**src/rtl/uart_rx_core.sv**
```systemverilog
// rtl/uart_rx_core.sv - oversampling UART receiver with parity/framing checks and a valid/ready output
module uart_rx_core #(
    parameter int DATA_WIDTH  = 5,
    parameter int PARITY_TYPE = 2,
    parameter int STOP_BITS   = 2,
    parameter int BAUD_RATE   = 9600,
    parameter int CLK_FREQ    = 100_000_000
) (
    input  logic                  clk_i,
    input  logic                  arst_ni,
    input  logic                  rx_i,
    output logic [DATA_WIDTH-1:0] data_o,
    output logic                  valid_o,
    input  logic                  ready_i,
    output logic                  parity_err_o,
    output logic                  frame_err_o,
    output logic                  overrun_o,
    output logic                  busy_o
);

    localparam int CLKS_PER_BIT = CLK_FREQ / BAUD_RATE;
    localparam int CNT_W        = $clog2(CLKS_PER_BIT);
    localparam int IDX_W        = $clog2(DATA_WIDTH);

    localparam logic [CNT_W-1:0] CNT_HALF  = CNT_W'(CLKS_PER_BIT / 2 - 1);
    localparam logic [CNT_W-1:0] CNT_FULL  = CNT_W'(CLKS_PER_BIT - 1);
    localparam logic [IDX_W-1:0] IDX_LAST  = IDX_W'(DATA_WIDTH - 1);
    localparam logic             STOP_LAST = 1'(STOP_BITS - 1);

    if (CLKS_PER_BIT < 4) begin : g_cpb_check
        $error("uart_rx_core: CLKS_PER_BIT must be at least 4");
    end
    if (DATA_WIDTH < 5 || DATA_WIDTH > 8 || STOP_BITS < 1 || STOP_BITS > 2) begin : g_param_check
        $error("uart_rx_core: DATA_WIDTH must be 5..8 and STOP_BITS 1..2");
    end

    typedef enum logic [2:0] {
        S_IDLE,
        S_START,
        S_DATA,
        S_PARITY,
        S_STOP,
        S_DONE
    } state_t;

    state_t                  state_q, state_d;
    logic                    rx_meta, rx_s;
    logic [CNT_W-1:0]        cnt_q;
    logic                    tick;
    logic [IDX_W-1:0]        idx_q;
    logic                    stop_idx_q;
    logic [DATA_WIDTH-1:0]   shift_q;
    logic                    perr_q, ferr_q;
    logic                    armed_q;
    logic                    par_exp;

    always_ff @(posedge clk_i or negedge arst_ni) begin
        if (!arst_ni) begin
            rx_meta <= 1'b1;
            rx_s    <= 1'b1;
        end else begin
            rx_meta <= rx_i;
            rx_s    <= rx_meta;
        end
    end

    // START waits half a bit so every later sample lands mid-bit
    assign tick    = (cnt_q == ((state_q == S_START) ? CNT_HALF : CNT_FULL));
    assign par_exp = (PARITY_TYPE == 1) ? ~^shift_q : ^shift_q;
    assign busy_o  = (state_q != S_IDLE);

    always_ff @(posedge clk_i or negedge arst_ni) begin
        if (!arst_ni) begin
            state_q <= S_IDLE;
        end else begin
            state_q <= state_d;
        end
    end

    always_comb begin
        state_d = state_q;
        case (state_q)
            S_IDLE: begin
                if (!rx_s && armed_q) state_d = S_START;
            end
            S_START: begin
                if (tick) state_d = rx_s ? S_IDLE : S_DATA;
            end
            S_DATA: begin
                if (tick && idx_q == IDX_LAST) state_d = (PARITY_TYPE != 0) ? S_PARITY : S_STOP;
            end
            S_PARITY: begin
                if (tick) state_d = S_STOP;
            end
            S_STOP: begin
                if (tick && stop_idx_q == STOP_LAST) state_d = S_DONE;
            end
            S_DONE: begin
                state_d = S_IDLE;
            end
            default: begin
                state_d = S_IDLE;
            end
        endcase
    end

    always_ff @(posedge clk_i or negedge arst_ni) begin
        if (!arst_ni) begin
            cnt_q <= '0;
        end else if (tick || state_d != state_q || state_q == S_IDLE) begin
            cnt_q <= '0;
        end else begin
            cnt_q <= cnt_q + CNT_W'(1);
        end
    end

    always_ff @(posedge clk_i or negedge arst_ni) begin
        if (!arst_ni) begin
            shift_q    <= '0;
            idx_q      <= '0;
            stop_idx_q <= 1'b0;
            perr_q     <= 1'b0;
            ferr_q     <= 1'b0;
            armed_q    <= 1'b1;
        end else begin
            case (state_q)
                S_START: begin
                    if (tick) begin
                        idx_q      <= '0;
                        stop_idx_q <= 1'b0;
                        perr_q     <= 1'b0;
                        ferr_q     <= 1'b0;
                    end
                end
                S_DATA: begin
                    if (tick) begin
                        shift_q[idx_q] <= rx_s;
                        idx_q          <= idx_q + IDX_W'(1);
                    end
                end
                S_PARITY: begin
                    if (tick) perr_q <= (rx_s != par_exp);
                end
                S_STOP: begin
                    if (tick) begin
                        if (!rx_s) ferr_q <= 1'b1;
                        stop_idx_q <= stop_idx_q + 1'b1;
                    end
                end
                default: begin
                end
            endcase
            // a break (line held low) must not look like a new start bit
            if (state_q == S_DONE && ferr_q) begin
                armed_q <= 1'b0;
            end else if (rx_s) begin
                armed_q <= 1'b1;
            end
        end
    end

    always_ff @(posedge clk_i or negedge arst_ni) begin
        if (!arst_ni) begin
            data_o       <= '0;
            valid_o      <= 1'b0;
            parity_err_o <= 1'b0;
            frame_err_o  <= 1'b0;
            overrun_o    <= 1'b0;
        end else if (state_q == S_DONE) begin
            data_o       <= shift_q;
            parity_err_o <= perr_q;
            frame_err_o  <= ferr_q;
            valid_o      <= 1'b1;
            if (valid_o && !ready_i) overrun_o <= 1'b1;
        end else if (valid_o && ready_i) begin
            valid_o <= 1'b0;
        end
    end

endmodule

```
**config.mk**
```make
export PLATFORM = sky130hd
export DESIGN_NAME = uart_rx_core
export DESIGN_NICKNAME = d
export VERILOG_FILES = /design/src/rtl/uart_rx_core.sv
export SDC_FILE = /design/constraint.sdc
export NUM_CORES = 1
export LEC_CHECK = 0
export ABC_AREA = 1
export ABC_CLOCK_PERIOD_IN_PS = 4200
export CAP_MARGIN = 20
export CORE_ASPECT_RATIO = 0.6
export CORE_MARGIN = 5
export CORE_UTILIZATION = 63
export DETAILED_ROUTE_END_ITERATION = 7
export GPL_TIMING_DRIVEN = 0
export PLACE_DENSITY = 0.87
export SYNTH_ARGS = -nofsm -noshare
export SYNTH_HDL_FRONTEND = slang
export SYNTH_SLANG_ARGS = --single-unit
```
**constraint.sdc**
```tcl
create_clock -name clk_i -period 4.2 [get_ports clk_i]
set_input_delay 1.05 -clock clk_i [delete_from_list [all_inputs] [get_ports clk_i]]
set_output_delay 1.05 -clock clk_i [all_outputs]
set_load 0.01 [all_outputs]
```
==> results.md <==
* Met1 wire length at approximately 2000 um
* #FFs+latches synth at 40
* Post-synth EDFFs at 0
* Clock Latency Late Sink at around 0.3 ns
* DRC at 0
* # placed instances at between 300 and 400
* Number of max-cap violations at 0
* Leading cell types by count after synthesis: nand2_1 (62), dfrtp_1 (37), inv_1 (36), nor2_1 (28), nand3_1 (13)
* Minimum clock period at 2.60 ns
* Critical Path AT at ~1.6 ns
* Pwr dens at ~340 mW/mm2
* Overflow left after global routing at 0
* Initial Util at 0.651
* Largest net degree at the start of global routing at between 40 and 50
* Slew Limit Fails at 0
* Via count at 1707
* Clk buf depth at 2
* Unique masters post-synth at 33
* Root Buffer: clkbuf_8
* DRT Wirelength at 4070 um
* Met2 Wirelength at approximately 1700 um
* Hold_buf cts at 0
* RSZ-0062 raised after global routing: false
* Maximum VDD drop at 0.000208 V
* GPL Wtd Cong at 0.847
* Post-Syn Instances at ~260
* Synthesis Warnings at 0
* Detail Route Antenna Nets at 0
* Mean post-synth cell area at a little over 8 um2
* Top FF cell, synth: dfrtp_1
* All-layer global routing usage at 0.205
* Die W at ~85 um
* Setup CP Type: register to output port
* H-Tree Level Count at 2
* Clock Skews at slightly above 0.008 ns
* Syn Nets at roughly 260
* WL met3 at roughly 330 um
* # port buffers at 13
* Antenna Diode Count at 0
* Postcts setup bufs at 0
* Die Span Y at roughly 55 um
* Startpoint types: register
* Clock slew at reported path FFs at 0.07 ns
* Area grow syn2layout at 12.4%
* Outcome: finished, final reports clean
* HP Class: register to register
* Fin. Hold Viols at 0
* Vias/cell at ~5.3
* Die Area at about 0.0046 mm2
* Post-synth ARST share at 1.00
* WL/cell at 12.6 um
* Leakage at about 0.0011 uW
* Final cell count without fillers at about 320
* Fin crit share at 0.618
* Sequential cell area fraction in the yosys report at 0.476
* Clk sink count at 40
* Share of cells above drive strength 1 at 0.126
* Setup TNS at 0 ns
* Post-DP HPWL at just over 3000 um
* Tightest Pin Transition at about 0.87 ns
* Site Rows at 16
* Post-synthesis cell area at 0.00211 mm2
* Antenna violations before repair at 0
* Crit. End Element: output port
* Vias in the first global route at between 1500 and 2000
* Max-slew headroom at 0.423
* Top Metal Used: met4
* CTS tree: done
* Num CTS Buffers at 5
* Crit-path max FO at 5
* Total power at 805 uW
* I/O Pins at 14
* DRT Pass-1 Iters at 4
* CORE AREA at between 0.003 and 0.004 mm2
* CTS resizes at 0
* Most frequent cell after synthesis: nand2_1
* Final setup vio count at 0
* Largest area contributor in the netlist: dfrtp_1
* Top cells by area, synth: dfrtp_1 (44%), nand2_1 (11%), inv_1 (6.4%)
* Post-synth top area share at 0.438
* Final nets at ~280
* First-pass GRT wire length at around 7200 um
* Crit path required time at ~3.2 ns
* Fmax at around 390 MHz
* 1st-iter DRT viols at between 100 and 150
[through the flow]
| stage | hold slack [ns] | instance area (um2) | setup WS, ns | util |
|---|---|---|---|---|
| after floorplan | 0.345 | 2110 | 2.43 | - |
| after global placement | 0.346 | 2300 | 1.13 | 0.709 |
| after detailed placement | 0.354 | 2290 | 1.94 | 0.707 |
| after CTS | 0.364 | 2370 | 1.61 | 0.732 |
| after global routing | 0.368 | 2370 | 1.54 | 0.732 |
| final | 0.361 | 2370 | 1.60 | 0.732 |
[final timing paths]
kind                                      startpoint  depth (start not counted)  slack, ns                     end
worst max-delay path            state_q[1]$_DFF_PN0_                          3       1.60                  busy_o
worst min-delay path               rx_meta$_DFF_PN1_                          0       0.36          rx_s$_DFF_PN1_
worst max register to register    cnt_q[0]$_DFF_PN0_                         12       2.49  shift_q[4]$_DFFE_PN0P_
worst min register to register     rx_meta$_DFF_PN1_                          0       0.36          rx_s$_DFF_PN1_
max in group asynchronous                    arst_ni                          1       2.79      perr_q$_DFFE_PN0P_
min in group asynchronous                    arst_ni                          1       0.85      cnt_q[9]$_DFF_PN0_
[routing by layer]
layer	up-vias	global-route usage
met3	8	0.0481
met1	796	0.286
li1	852	-
met4	0	0.0711
met5	-	0
met2	51	0.318
[worst max-delay path, cell delays in order, from the launching register on]
cell,delay [ns]
dfrtp_1,0.47
nor2_1,0.22
nand2_1,0.08
clkdlybuf4s50_1,0.48
[state kept, by name (all words and copies together) (netlist names)]
name / cells
data_o: 5
rx_s: 1
idx_q: 3
armed_q: 1
cnt_q: 14
frame_err_o: 1
ferr_q: 1
shift_q: 5
state_q: 3
parity_err_o: 1
valid_o: 1
perr_q: 1
stop_idx_q: 1
rx_meta: 1
overrun_o: 1
[logic make-up after synthesis]
| group | synth area share |
|---|---|
| compound gates | 0.0616 |
| xor+xnor | 0.0290 |
| fa+ha+maj | 0.0178 |
| buf+inv | 0.0847 |
| flops | 0.476 |
| simple gates | 0.331 |
[cells in the final DEF (no fill, tap or decap), types with 2 or more instances in the layout]
cell type / instances
nand2_1: 62
dfrtp_1: 37
inv_1: 36
nor2_1: 28
nand3_1: 13
clkdlybuf4s50_1: 12
nand4_1: 10
o21ai_0: 9
nor3_1: 6
o21ai_1: 5
clkbuf_8: 5
inv_2: 4
nand3_2: 4
xor2_1: 4
nand2_2: 3
nor2_4: 3
a21oi_1: 3
nor3b_2: 3
buf_2: 3
xnor2_1: 3
ha_1: 3
dfstp_2: 3
clkbuf_1: 3
nand2_4: 2
clkinv_1: 2
nor3b_1: 2
[final cells by class]
type / count / area [um2]
Buffer: 3 / 21.3
Clock buffer: 8 / 80.1
Fill cell: 260 / 870
Inverter: 42 / 158
Multi-Input combinational cell: 172 / 928
Sequential cell: 40 / 1000
Tap cell: 45 / 56.3
Timing Repair Buffer: 13 / 125
[power by group]
part / switching, uW / total, uW / internal, uW / leakage [uW]
clock network: 128 / 246 / 118 / 0.0000395
logic: 75.4 / 120 / 44.9 / 0.000548
registers: 24.3 / 439 / 415 / 0.000536
(Power assumes the default switching activity.)
